## config.mk

```make
export PLATFORM = sky130hd
export DESIGN_NAME = fifo_fwft_sync
export DESIGN_NICKNAME = d
export VERILOG_FILES = /design/src/rtl/fifo_fwft_sync.sv
export SDC_FILE = /design/constraint.sdc
export NUM_CORES = 1
export LEC_CHECK = 0
export CAP_MARGIN = 20
export CORE_MARGIN = 2
export CORE_UTILIZATION = 59
export DETAILED_ROUTE_END_ITERATION = 10
export HOLD_SLACK_MARGIN = 0.02
export PLACE_DENSITY = 0.83
export SLEW_MARGIN = 5
export SYNTH_ARGS = -nofsm -noshare
export SYNTH_HDL_FRONTEND = slang
export SYNTH_SLANG_ARGS = --single-unit
```

## constraint.sdc

```tcl
create_clock -name clk -period 2.8 [get_ports clk]
set_clock_uncertainty 0.05 [all_clocks]
set_input_delay 0.56 -clock clk [delete_from_list [all_inputs] [get_ports clk]]
set_output_delay 0.56 -clock clk [all_outputs]
set_load 0.02 [all_outputs]
```

## src/rtl/fifo_fwft_sync.sv

```systemverilog
// fifo_fwft_sync: single-clock FWFT FIFO, RAM plus one prefetch register, registered status.
// Define FIFO_FWFT_SYNC_WATERMARK_EN to build the max-fill watermark; otherwise it reads 0.
module fifo_fwft_sync #(
  parameter int DATA_WIDTH_P = 8,
  parameter int ADDR_WIDTH_P = 4,
  parameter int AF_LEVEL_P   = 14,
  parameter int AE_LEVEL_P   = 2
) (
  input  logic                    clk,
  input  logic                    rst,
  input  logic                    ing_enable,
  input  logic [DATA_WIDTH_P-1:0] ing_data,
  output logic                    ing_full,
  output logic                    ing_almost_full,
  output logic [DATA_WIDTH_P-1:0] egr_data,
  output logic                    egr_valid,
  input  logic                    egr_ready,
  output logic                    egr_almost_empty,
  input  logic                    cr_clear_errors,
  input  logic                    cr_clear_max,
  output logic [ADDR_WIDTH_P:0]   sr_fill_level,
  output logic [ADDR_WIDTH_P:0]   sr_max_fill_level,
  output logic                    sr_overflow
);
  localparam int DEPTH = 1 << ADDR_WIDTH_P;
  localparam int PW = ADDR_WIDTH_P + 1;
  localparam logic [31:0] AF_W = AF_LEVEL_P;
  localparam logic [31:0] AE_W = AE_LEVEL_P;
  localparam logic [ADDR_WIDTH_P:0] AF_L = AF_W[ADDR_WIDTH_P:0];
  localparam logic [ADDR_WIDTH_P:0] AE_L = AE_W[ADDR_WIDTH_P:0];
  localparam logic [ADDR_WIDTH_P:0] MSB_ONLY = {1'b1, {ADDR_WIDTH_P{1'b0}}};

  logic [DATA_WIDTH_P-1:0] r_mem [DEPTH];
  logic [ADDR_WIDTH_P:0]   r_wptr, r_rptr, r_fill, w_fill_nxt;
  logic [DATA_WIDTH_P-1:0] r_data;
  logic                    r_valid, r_af, r_ae, r_ovf;
  logic                    w_full, w_empty, w_wr, w_xfer, w_load;

  assign w_full     = (r_wptr ^ r_rptr) == MSB_ONLY;
  assign w_empty    = r_wptr == r_rptr;
  assign w_wr       = ing_enable && !w_full;
  assign w_xfer     = r_valid && egr_ready;
  // the prefetch register refills whenever it is empty or being drained this cycle
  assign w_load     = !w_empty && (!r_valid || egr_ready);
  assign w_fill_nxt = r_fill + PW'(w_wr) - PW'(w_xfer);

  always_ff @(posedge clk)
    if (w_wr) r_mem[r_wptr[ADDR_WIDTH_P-1:0]] <= ing_data;

  always_ff @(posedge clk) begin
    if (rst) begin
      r_wptr  <= '0;
      r_rptr  <= '0;
      r_data  <= '0;
      r_valid <= 1'b0;
      r_fill  <= '0;
      r_af    <= 1'b0;
      r_ae    <= 1'b1;
      r_ovf   <= 1'b0;
    end else begin
      r_wptr  <= r_wptr + PW'(w_wr);
      r_rptr  <= r_rptr + PW'(w_load);
      r_data  <= w_load ? r_mem[r_rptr[ADDR_WIDTH_P-1:0]] : r_data;
      r_valid <= w_load ? 1'b1 : (w_xfer ? 1'b0 : r_valid);
      r_fill  <= w_fill_nxt;
      r_af    <= w_fill_nxt >= AF_L;
      r_ae    <= w_fill_nxt <= AE_L;
      r_ovf   <= (ing_enable && w_full) ? 1'b1 : (cr_clear_errors ? 1'b0 : r_ovf);
    end
  end

`ifdef FIFO_FWFT_SYNC_WATERMARK_EN
  logic [ADDR_WIDTH_P:0] r_max;
  always_ff @(posedge clk) begin
    if (rst) r_max <= '0;
    else r_max <= cr_clear_max ? r_fill : (r_fill > r_max ? r_fill : r_max);
  end
  assign sr_max_fill_level = r_max;
`else
  logic w_unused_clear_max;
  assign w_unused_clear_max = cr_clear_max;
  assign sr_max_fill_level  = '0;
`endif

  assign ing_full         = w_full;
  assign ing_almost_full  = r_af;
  assign egr_data         = r_data;
  assign egr_valid        = r_valid;
  assign egr_almost_empty = r_ae;
  assign sr_fill_level    = r_fill;
  assign sr_overflow      = r_ovf;
endmodule

```

==> impl_metrics.json, run 1 <==
{
  "r2r_slack_ns": 0.17,
  "grt.overflow.total": 0,
  "antenna_found_initial": 0,
  "worstReg2RegStart": "r_wptr[1]",
  "synth_edf_count": 128,
  "mappedNetlistArea_um2": 6213,
  "startpoint_type": "flop",
  "yosysTopAreaCell": "edfxtp_1",
  "yosys-top-cells-area": "edfxtp_1, dfxtp_1, mux4_2, mux4_1, a22oi_1",
  "path_cells": "xnor2_2, nand4_1, nor2_1, clkdlybuf4s50_1",
  "yosys_warnings": 0,
  "rsz0062_at_grt": "false",
  "cts_htree_levels": 4,
  "hold_violations": 0,
  "critPathArrivalTime_ns": 2.02,
  "wl_per_cell_um": 23.38,
  "slew_violations": 0,
  "wirelength_um": 12930,
  "vdd_ir_drop_max_v": 0.0006505,
  "start_util": 0.6046,
  "yosys.area.top_type_share": 0.6186,
  "ios": 37,
  "max_freq_mhz": 380.6,
  "clk_path_buf_depth": 2,
  "power_leakage_nw": 2.547,
  "synthArstFlopShare": 0,
  "required_ns": 2.19,
  "utilization": 0.7215,
  "synth_most_common_cell": "edfxtp_1",
  "ctsHoldBuffers": 0,
  "grt_usage": 0.2472,
  "setup.worst_path.start": "r_wptr[1]",
  "hpwl_um": 7699,
  "ys_seq_elements": 155,
  "n_antenna_cell": 0,
  "fin_crit_ns": 2.628,
  "row_count": 37,
  "vias_per_cell": 5.948,
  "globalplace.congestion": 0.7953,
  "yosys-top-cells-count": "edfxtp_1, dfxtp_1, nor2_1",
  "synth_flop_cell": "edfxtp_1",
  "ys_types": 40,
  "hp-start": "egr_data[5]",
  "worst_skew_pair.late_latency_ns": 0.52,
  "worst_pin_slew_ns": 0.9558,
  "die-height_um": 106.6,
  "numPortBuffers": 30,
  "end_kind": "output pin",
  "hold-worst-slack_ns": 0.4290,
  "grt_pass1_vias": 3398,
  "drc": 0,
  "fin_crit_sh": 0.9384,
  "core_area_um2": 10280,
  "final_nets": 428,
  "setup_viol": 0,
  "drt_iter0_drc": 213,
  "fin_area_um2": 7415,
  "syn_to_final_growth_pct": 19.33,
  "grt_max_degree": 35,
  "synthesis.instances": 340,
  "crit_family": "buffers and inverters",
  "power_density_nw_per_um2": 888.3,
  "clkTransAtPathRegs_ns": 0.06,
  "num_vias": 3289,
  "first_pass_iters": 6,
  "synth.avg_cell_area_um2": 18.27,
  "total_power_mw": 6.587,
  "cp_slowest_stage_delay_ns": 0.62,
  "path_class": "flop to output pin",
  "cts_root_buf": "clkbuf_8",
  "nFillCells": 612,
  "cts_made_buffers": 17,
  "critPathBufInv": 1,
  "relSlewSlack": 0.3604,
  "dieArea_um2": 11370,
  "min_path_type": "flop to flop",
  "critPathMaxFanout": 7,
  "drv_cap": 0,
  "outcome": "complete, no violations",
  "worst_path_max_delay_cell": "clkdlybuf4s50_1",
  "clock-sinks": 155,
  "placedInstanceArea_um2": 6749,
  "drtAntennaViolNets": 0,
  "die_w_um": 106.6,
  "drive_gt1_frac": 0.2302,
  "ys_seq_area_frac": 0.7056,
  "cts_tree": "yes",
  "grt_pass1_wl_um": 19630
}
[through the flow]
step	TNS (ns)	setup slack [ns]	std cells
6_report	0	0.1724	553
5_1_grt	0	0.06935	553
4_1_cts	0	0.02390	553
3_5_place_dp	-0.4834	-0.1951	521
3_3_place_gp	-0.2995	-0.1502	521
2_1_floorplan	0	0.2409	344
[report_power, final]
| group | internal, mW | leakage, nW | switching (mW) |
|---|---|---|---|
| logic | 0.725 | 0.864 | 0.732 |
| registers | 2.63 | 1.38 | 0.0783 |
| clock network | 1.56 | 0.304 | 0.858 |
[routing by layer]
| metal | track usage | vias up | share of wire |
|---|---|---|---|
| li1 | - | 1461 | - |
| met1 | 0.3100 | 1679 | 0.38 |
| met2 | 0.4186 | 130 | 0.53 |
| met3 | 0.06079 | 19 | 0.066 |
| met4 | 0.09740 | 0 | 0.021 |
| met5 | 0 | - | 0 |
[registers in the layout, summed over array words and instances, names as in the netlist]
signal and count:
r_wptr 5, r_rptr 5, ing_almost_full 1, egr_valid 1
egr_data 8, egr_almost_empty 1, r_mem 128, sr_fill_level 5
sr_overflow 1
[final timing paths]
path / to / cells after the start
worst min-delay path: egr_data[5] / 1
worst max register to register: egr_almost_empty / 12
worst max-delay path: ing_full / 4
worst min register to register: egr_data[5] / 1
[kinds of logic (layout without fill, tap and decap cells)]
family / count (synthesis) / in the layout / share of synthesized area
buffers and inverters: 28 / 101 / 0.03564
other: 1 / 5 / 0.0006035
flip-flops: 155 / 155 / 0.7056
XOR/XNOR: 15 / 15 / 0.02114
multiplexers: 32 / 32 / 0.1220
AO/OA/AOI/OAI: 35 / 35 / 0.04289
AND/OR/NAND/NOR: 64 / 64 / 0.05074
adder cells (fa/ha/maj): 10 / 10 / 0.02135
[area by class of cell]
| cell class | count | area, um^2 | area share |
|---|---|---|---|
| multi-input combinational | 161 | 1653 | 0.2229 |
| clock inverter | 11 | 192.7 | 0.02599 |
| clock buffer | 21 | 439.2 | 0.05923 |
| sequential | 155 | 4389 | 0.5920 |
| tap | 136 | 170.2 | 0.02295 |
| inverter | 6 | 22.52 | 0.003037 |
| timing repair buffer | 63 | 548.0 | 0.07391 |
[timing repair]
item,CTS,global route
resized for setup,0,7
endpoints found under the setup margin,0,4
buffers inserted,0,0
[placed cells by master, fill, tap and decap left out, drive strengths merged, types with 6 or more instances in the layout]
master / instances
xnor2: 8
nand2: 11
dfxtp: 27
edfxtp: 128
mux4: 32
nor2b: 9
clkbuf: 21
a22oi: 16
nor2: 24
xor2: 7
ha: 9
inv: 6
a22o: 8
buf: 33
clkdlybuf4s50: 30
(Power assumes the default switching activity.)
==> run 2: changes to the inputs <==
--- a/config.mk
+++ b/config.mk
@@ -9,8 +9,10 @@
 export CORE_MARGIN = 2
 export CORE_UTILIZATION = 59
 export DETAILED_ROUTE_END_ITERATION = 10
+export GPL_ROUTABILITY_DRIVEN = 1
 export HOLD_SLACK_MARGIN = 0.02
 export PLACE_DENSITY = 0.83
+export SKIP_CTS_REPAIR_TIMING = 1
 export SLEW_MARGIN = 5
 export SYNTH_ARGS = -nofsm -noshare
 export SYNTH_HDL_FRONTEND = slang
==> results of run 2 <==
The final DEF is identical to that of run 1; final timing and power are the same.
